**src/rtl/demux_pkg.sv**
```systemverilog
// Shared definitions for the 1-to-8 registered demultiplexer and its sibling mux.
// Channel index constants let benches name lanes instead of using raw numbers.
package demux_pkg;

  localparam int NumChannels = 8;
  localparam int SelWidth    = 3;
  localparam int CountWidth  = 16;

  typedef logic [SelWidth-1:0] sel_t;

  localparam sel_t CH_A = 3'd0;
  localparam sel_t CH_B = 3'd1;
  localparam sel_t CH_C = 3'd2;
  localparam sel_t CH_D = 3'd3;
  localparam sel_t CH_E = 3'd4;
  localparam sel_t CH_F = 3'd5;
  localparam sel_t CH_G = 3'd6;
  localparam sel_t CH_H = 3'd7;

  // A slot's state is exactly its valid flag, so the encoding is fixed at one bit.
  typedef enum logic {
    SLOT_EMPTY = 1'b0,
    SLOT_FULL  = 1'b1
  } slot_state_e;

  function automatic logic [NumChannels-1:0] sel_decode(input sel_t sel);
    logic [NumChannels-1:0] w_onehot;
    w_onehot      = '0;
    w_onehot[sel] = 1'b1;
    return w_onehot;
  endfunction

endpackage

```
**src/rtl/demux_slot.sv**
```systemverilog
// Single-entry holding register for one output channel.
// load may coincide with consume on a FULL slot: the word is replaced in place.
module demux_slot #(
  parameter int Width = 16
) (
  input  logic             clk_i,
  input  logic             rst_i,
  input  logic             load_i,
  input  logic             consume_i,
  input  logic [Width-1:0] data_i,
  output logic [Width-1:0] data_o,
  output logic             valid_o
);
  import demux_pkg::*;

  slot_state_e r_state;
  slot_state_e w_state_next;
  logic [Width-1:0] r_data;

  always_ff @(posedge clk_i) begin
    if (!rst_i) begin
      r_state <= SLOT_EMPTY;
    end else begin
      r_state <= w_state_next;
    end
  end

  always_comb begin
    w_state_next = r_state;
    case (r_state)
      SLOT_EMPTY: if (load_i) w_state_next = SLOT_FULL;
      SLOT_FULL:  if (consume_i && !load_i) w_state_next = SLOT_EMPTY;
      default:    w_state_next = SLOT_EMPTY;
    endcase
  end

  // Data keeps its last value after consumption; valid_o alone qualifies it.
  always_ff @(posedge clk_i) begin
    if (!rst_i) begin
      r_data <= '0;
    end else if (load_i) begin
      r_data <= data_i;
    end
  end

  always_comb begin
    valid_o = (r_state == SLOT_FULL);
    data_o  = r_data;
  end

endmodule

```
**src/rtl/demux8_16.sv**
```systemverilog
// Registered 1-to-8 demultiplexer with per-channel single-entry slots.
// Handshakes: a transfer happens on a rising edge where valid and ready are both high.
module demux8_16 #(
  parameter int Width = 16
) (
  input  logic             clk_i,
  input  logic             rst_i,
  input  logic [2:0]       sel_i,
  input  logic [Width-1:0] data_i,
  input  logic             valid_i,
  output logic             ready_o,
  output logic [Width-1:0] a_o,
  output logic [Width-1:0] b_o,
  output logic [Width-1:0] c_o,
  output logic [Width-1:0] d_o,
  output logic [Width-1:0] e_o,
  output logic [Width-1:0] f_o,
  output logic [Width-1:0] g_o,
  output logic [Width-1:0] h_o,
  output logic [7:0]       valid_o,
  input  logic [7:0]       ready_i,
  output logic [15:0]      count_o
);
  import demux_pkg::*;

  logic                   w_accept;
  logic [NumChannels-1:0] w_load;
  logic [NumChannels-1:0] w_consume;
  logic [NumChannels-1:0] w_valid;
  logic [Width-1:0]       w_data [NumChannels];
  logic [CountWidth-1:0]  r_count;

  // ready_o deliberately ignores valid_i so there is no valid-to-ready loop.
  assign ready_o   = !w_valid[sel_i] || ready_i[sel_i];
  assign w_accept  = valid_i && ready_o;
  assign w_load    = w_accept ? sel_decode(sel_i) : '0;
  assign w_consume = w_valid & ready_i;

  for (genvar g = 0; g < NumChannels; g++) begin : g_slot
    demux_slot #(.Width(Width)) u_slot (
      .clk_i     (clk_i),
      .rst_i     (rst_i),
      .load_i    (w_load[g]),
      .consume_i (w_consume[g]),
      .data_i    (data_i),
      .data_o    (w_data[g]),
      .valid_o   (w_valid[g])
    );
  end

  always_ff @(posedge clk_i) begin
    if (!rst_i) begin
      r_count <= '0;
    end else if (w_accept) begin
      r_count <= r_count + CountWidth'(1);
    end
  end

  assign valid_o = w_valid;
  assign count_o = r_count;
  assign a_o     = w_data[CH_A];
  assign b_o     = w_data[CH_B];
  assign c_o     = w_data[CH_C];
  assign d_o     = w_data[CH_D];
  assign e_o     = w_data[CH_E];
  assign f_o     = w_data[CH_F];
  assign g_o     = w_data[CH_G];
  assign h_o     = w_data[CH_H];

endmodule

```
**config.mk**
```make
export PLATFORM = sky130hd
export DESIGN_NAME = demux8_16
export DESIGN_NICKNAME = d
export VERILOG_FILES = /design/src/rtl/demux_pkg.sv /design/src/rtl/demux_slot.sv /design/src/rtl/demux8_16.sv
export SDC_FILE = /design/constraint.sdc
export NUM_CORES = 1
export LEC_CHECK = 0
export ABC_CLOCK_PERIOD_IN_PS = 3000
export CAP_MARGIN = 20
export CORE_MARGIN = 4
export CORE_UTILIZATION = 47
export DETAILED_ROUTE_END_ITERATION = 7
export GPL_TIMING_DRIVEN = 1
export PLACE_DENSITY = 0.83
export REMOVE_ABC_BUFFERS = 1
export SETUP_SLACK_MARGIN = 0.05
export SLEW_MARGIN = 20
export SYNTH_ARGS = -nofsm -noshare
export SYNTH_HDL_FRONTEND = slang
export SYNTH_HIERARCHICAL = 1
export SYNTH_SLANG_ARGS = --single-unit
export TNS_END_PERCENT = 10
```
**constraint.sdc**
```tcl
create_clock -name clk_i -period 3 [get_ports clk_i]
set_input_delay 0.6 -clock clk_i [delete_from_list [all_inputs] [get_ports clk_i]]
set_output_delay 0.6 -clock clk_i [all_outputs]
set_load 0.01 [all_outputs]
```
# Word level (Yosys, flattened, before mapping)
# Index checks and enable logic that the tools add are counted.
dict set report totals {
  reg_bits 152
  elab_cells 80
  out_inout_bits 153
  input_bits 30
}
dict set report classes {
  n_bitwise 9
  muxes 31
  addsub 1
  n_reduce_logical 20
  n_lt_le_gt_ge 2
}
# op n
set ops {}
lappend ops {{$mux W1} 19}
lappend ops {{$add A16 B1 Y16 const B} 1}
lappend ops {{$pmux W1 S2} 8}
lappend ops {{$logic_and A1 B1 Y1} 10}
lappend ops {{$logic_not A1 Y1} 9}
lappend ops {{$and A8 B8 Y8} 1}
lappend ops {{$mux W8} 1}
lappend ops {{$not A1 Y1} 8}
lappend ops {{$bmux W1 S3} 2}
lappend ops {{$lt A3 B4 Y1 const B} 1}
lappend ops {{$demux W1 S3} 1}
lappend ops {{$ge A3 B1 Y1 const B} 1}
lappend ops {{$logic_or A1 B1 Y1} 1}

# Depth between registers and ports, before layout
dict set report depth {
  word_depth 10
  mapped_depth 11
  ltp_nobuf 7
}

# By module
# The synthesis kept the hierarchy.
# module seq_area_each_um2 area_each_um2 cells_per_inst n_inst
set modules_own_cells {}
lappend modules_own_cells {demux_slot 340.3 649.4 54 8}
lappend modules_own_cells {demux8_16 320.3 1059.8 123 1}

# Worst setup path after synthesis
# No wires, ideal clock.
dict set report synth_path {
  path_kind {input-to-reg}
  start {input sel_i[0]}
  end {register g_slot[1].u_slot.r_data[10]}
  setup_time_ps 116
  n_path_buf 3
  stages 10
  required_ps 2884
  path_slack_ps 314
  t_arrival_ps 2570
  cell_sequence {buf_6 > mux4_2 > mux2_4 > a21boi_2 > nand2_1 > nor3_1 > buf_6 > buf_12 > mux2i_1 > nor2b_1}
}
dict set report synth_via {
  elab_chain_len 6
  elab_cells_between_ends 13
  cone_classes {2 x order compare; 7 x mux; 4 x reduce/logical}
}
# element line_no
set synth_rtl {}
lappend synth_rtl {{from (decl)} demux8_16.sv:8} ;# input logic [2:0] sel_i,
lappend synth_rtl {{parallel branches: the longest is 5 deep, another holds $lt A3 B4 Y1} --}
lappend synth_rtl {{$mux W8 *} demux8_16.sv:36} ;# assign w_load = w_accept ? sel_decode(sel_i) : '0;
lappend synth_rtl {{net w_load[1]} demux8_16.sv:27} ;# logic [NumChannels-1:0] w_load;
lappend synth_rtl {{to (signal assigned)} demux_slot.sv:42} ;# r_data <= data_i;
lappend synth_rtl {{to (decl)} demux_slot.sv:18} ;# logic [Width-1:0] r_data;
# Mark *: on every way through the listed nets, which the timed path passes. The select of a mux whose other input is x is not followed.
# A chain may end at the register's enable or synchronous reset.

# Worst setup path in the final report
dict set report layout_path {
  start {input ready_i[0]}
  end {output ready_o}
}
dict set report layout_via {
  elab_chain_len 3
}
# element line_no
set layout_rtl {}
lappend layout_rtl {{from (decl)} demux8_16.sv:21} ;# input logic [7:0] ready_i,
lappend layout_rtl {{$bmux W1 S3} demux8_16.sv:34} ;# assign ready_o = !w_valid[sel_i] || ready_i[sel_i];
lappend layout_rtl {{$mux W1 (implied by the code)} demux8_16.sv:34}
lappend layout_rtl {{$logic_or A1 B1 Y1} demux8_16.sv:34}
lappend layout_rtl {{to (decl)} demux8_16.sv:11} ;# output logic ready_o,
# Every way passes these cells. The select of a mux whose other input is x is not followed.

==> impl_summary.md <==
Synth
The proportion of register bits with asynchronous set or reset after synthesis is 0%. Counting flops and latches in the post-synthesis netlist gives between 150 and 200. Yosys mapped a number of flops with a built-in enable equal to 0. Yosys mapped the design onto 36 distinct sky130hd cell types. Among all flip-flop cells after synthesis, the most frequent one is sky130_fd_sc_hd__dfxtp_1. Synthesis handed over a netlist of 555 instances. In this run the cell area of the synthesized design comes to about 6300 um^2.

Yosys printed 6 warnings. Averaged over all synthesized cells, the footprint is roughly 11 um^2. Sequential elements use between 40 and 50% of the synthesized area.

Die
The core region is 12800 um^2. The overall die height is roughly 120 um. The floorplan has 41 rows.

around 180 I/O pins were placed. The area enclosed by the die boundary is between 15000 and 20000 um^2. From left edge to right edge, the die measures 123 um.

The starting density of the core is roughly 49%.

Placement
The count of buffers from port buffering is between 150 and 200. Summed over all nets, the half-perimeter wirelength after detailed placement is ~12 mm. After detailed placement, the design holds a cell count of approximately 910. At the end of routability-driven placement, the weighted congestion stood at around 0.86. Before CTS, the worst setup slack after placement is -354 ps.

Routing
The count of TritonRoute iterations in the first routing pass is 4. The detail route stage leaves a number of antenna-violating nets equal to 0. The total number of vias is approximately 4700. For this block, the initial DRC count from the detailed router was between 200 and 300. The total routed wirelength is about 17 mm. The post-detailed-route via-to-cell ratio is between 5 and 6.

In the routed design, unresolved DRC markers number 0. Dividing the detail-routed wire length by the instance count gives between 15 and 20 um.

Global routing
The aggregate global-route resource usage is between 20 and 25%. For this run the aggregate overflow at the end of global routing stands at 0. The via count of the first global-routing pass is 4948.

The largest net degree at the start of global routing is 87. The initial antenna violation count was 0. The wire length of the first global-routing pass is 26.3 mm.

Final layout
The share of final-layout standard cells stronger than drive strength 1 is between 10% and 20%. The antenna diode count is 0. Counting the fill cells in the layout gives 963.

At the end of the flow, the number of nets in the layout was 789. The post-synthesis to final-layout area growth is 42.0%. The final cell utilization of the core is approximately 69%. The post-route non-filler standard cell count is about 940.

Setup path
The biggest fanout along the worst timing path is 2. The kind of critical path is input pin to primary output. The worst register-to-register path begins at g_slot[0].u_slot/valid_o$_SDFF_PN0_. For the worst setup path, the data required time is around 2400 ps. STA classifies the critical path endpoint as a primary output. The cell depth of the worst flop-to-flop path is 8. The worst register-to-register path ends at g_slot[1].u_slot/data_o[0]$_SDFFE_PN0P_. The worst setup slack for register-to-register paths is 680 ps. For the worst setup path, the data arrival time is between 2000 and 2500 ps.

The critical path startpoint category is an input pin.

STA
The worst-case headroom to the max-slew limit is 59.3%. The slack of the critical path is 262 ps. The final critical-path share of the clock period is between 90 and 100%. The number of hold violations in the final report is 0. The setup-violating endpoint count in the final report is 0. The worst path in the final design needs a cycle of roughly 2700 ps, including I/O delays and setup. Across all hold checks on the routed design, the worst slack comes to 495 ps. For the pin with the worst max-slew slack, the measured transition is roughly 600 ps. Based on the critical path, the design can be clocked at up to 365 MHz.

The final setup skew is 8.75 ps. Setup repair after global routing left no endpoint under its margin. The max-slew violation total from the final report was 0.

Power and ir drop
Power comes to roughly 4.5 mW. For this design the ratio of total power to cell area is 510 nW/um^2. Across the VDD grid, the largest voltage drop is approximately 0.00038 V. The leakage power of the design is 2.95 nW.

Min path
In this run the most critical hold path is launched from count_o[15]$_SDFFE_PN0P_. The worst hold path cell count is 2. The class of the tightest hold or removal check is flop to flop. The path with the worst hold slack has its endpoint at count_o[15]$_SDFFE_PN0P_.

Clocking
The later pin in the worst-skew pair is clocked with a latency of between 400 and 500 ps. Clock-pin slew was measured on the worst setup and hold paths at around 60 ps. The total setup buffers inserted after CTS is 0. The master cell of the clock root buffer is sky130_fd_sc_hd__clkbuf_16. The clock net in this run drives a total of 152 sinks. The H-tree depth is 4.

TritonCTS built the clock tree. The number of buffers inserted during clock tree synthesis is 17. The number of buffers between clock root and the deepest sink is 2.

Run
Across the run, the number of max-cap violations was 0.

Outcome
The flow ran to the end, and the final reports show no timing, DRC or antenna violations.
-- critical path, cell delays in order --
cell and delay, ps:
sky130_fd_sc_hd__clkdlybuf4s50_1 460, sky130_fd_sc_hd__mux4_2 490, sky130_fd_sc_hd__mux2i_1 180, sky130_fd_sc_hd__nand2_1 120
sky130_fd_sc_hd__dlygate4sd2_1 300
-- logic make-up (layout without fill, tap and decap cells) --
| kind of cell | Yosys count | count (layout) | share of synthesized area (%) |
|---|---|---|---|
| AO/OA/AOI/OAI | 33 | 33 | 3.78 |
| buffers and inverters | 32 | 246 | 5.26 |
| adder cells (fa/ha/maj) | 1 | 1 | 0.200 |
| XOR/XNOR | 5 | 5 | 0.700 |
| multiplexers | 137 | 137 | 22.8 |
| flip-flops | 152 | 152 | 48.6 |
| AND/OR/NAND/NOR | 195 | 195 | 18.6 |
-- what timing repair did --
| item | CTS | global route |
|---|---|---|
| hold buffers | 0 | 0 |
| gates resized for setup | 5 | 0 |
| setup endpoints to repair | 1 | 0 |
| hold endpoints to repair | 0 | 0 |
-- per-stage QoR --
| stage | area [um^2] | TNS, ps |
|---|---|---|
| 3_5_place_dp | 8330 | -27110 |
| 6_report | 8880 | 0 |
| 5_1_grt | 8880 | 0 |
| 3_3_place_gp | 8330 | -22460 |
| 2_1_floorplan | 5930 | -78160 |
| 4_1_cts | 8880 | 0 |
-- sequential cells by signal, indices dropped and copies added, names as in the netlist --
register and cells:
count_o 16, g_slot.u_slot/data_o 128, g_slot.u_slot/valid_o 8
-- final cells by class --
cell class	count	area (um^2)	area share [%]
clock buffers	22	454	5.11
clock inverters	8	100	1.13
inverters	2	7.51	0.0845
multi-input cells	371	2920	32.8
flip-flops and latches	152	3040	34.3
well taps	172	215	2.42
repair buffers	214	2140	24.1
-- worst max path at each step --
stage | slack (ps) | endpoint | startpoint
2_1_floorplan | -1310 | g_slot[0].u_slot/data_o[0]$_SDFFE_PN0P_ | sel_i[0]
3_3_place_gp | -330 | ready_o | sel_i[0]
3_5_place_dp | -350 | ready_o | sel_i[0]
4_1_cts | 270 | ready_o | ready_i[0]
5_1_grt | 210 | ready_o | ready_i[0]
6_report | 260 | ready_o | ready_i[0]
-- power breakdown --
group / switching, mW / internal, mW / leakage, nW / total [mW]
Clock: 0.778 / 1.23 / 0.270 / 2.01
Sequential: 0.0290 / 2.06 / 1.23 / 2.09
Combinational: 0.193 / 0.228 / 1.45 / 0.421
-- routing by layer --
metal	part of all wire, %	up-vias	wire, um	track usage [%]
met5	0	-	0	0
met4	0.60	0	100	5.26
met3	10	8	1690	11.9
met2	48	182	7970	36.3
met1	41	2251	6830	26.6
li1	-	2294	-	-
-- Yosys cell counts, drive strengths merged, types with 4 or more instances --
cell type,instances,area share (%)
o21ai,6,0.54
nand2,12,0.72
xnor2,5,0.70
a21oi,11,0.88
or3,5,0.50
nand4,5,0.50
nor2,8,0.48
mux2i,131,21
dfxtp,152,49
and2,8,0.80
mux4,4,1.4
nor2b,136,14
o21a,8,0.96
buf,20,4.5
nand3,4,0.32
nor3,6,0.48
clkbuf,10,0.60
-- placed cells by master (no fill, tap or decap), types with 4 or more instances in the layout --
cell,Yosys,final
sky130_fd_sc_hd__clkdlybuf4s50_1,0,178
sky130_fd_sc_hd__clkbuf_1,10,4
sky130_fd_sc_hd__clkbuf_16,0,17
sky130_fd_sc_hd__nor2b_1,136,136
sky130_fd_sc_hd__a21oi_1,11,11
sky130_fd_sc_hd__xnor2_1,5,5
sky130_fd_sc_hd__or3_1,5,5
sky130_fd_sc_hd__nor3_2,0,4
sky130_fd_sc_hd__buf_12,8,7
sky130_fd_sc_hd__mux4_2,4,4
sky130_fd_sc_hd__dfxtp_1,152,152
sky130_fd_sc_hd__o21ai_1,5,5
sky130_fd_sc_hd__mux2i_1,131,131
sky130_fd_sc_hd__buf_4,1,25
sky130_fd_sc_hd__nand2_1,12,12
sky130_fd_sc_hd__and2_1,8,8
sky130_fd_sc_hd__nand4_1,5,5
sky130_fd_sc_hd__nand3_1,4,4
sky130_fd_sc_hd__nor2_1,8,5
sky130_fd_sc_hd__o21a_1,8,8
(Power assumes the default switching activity.)
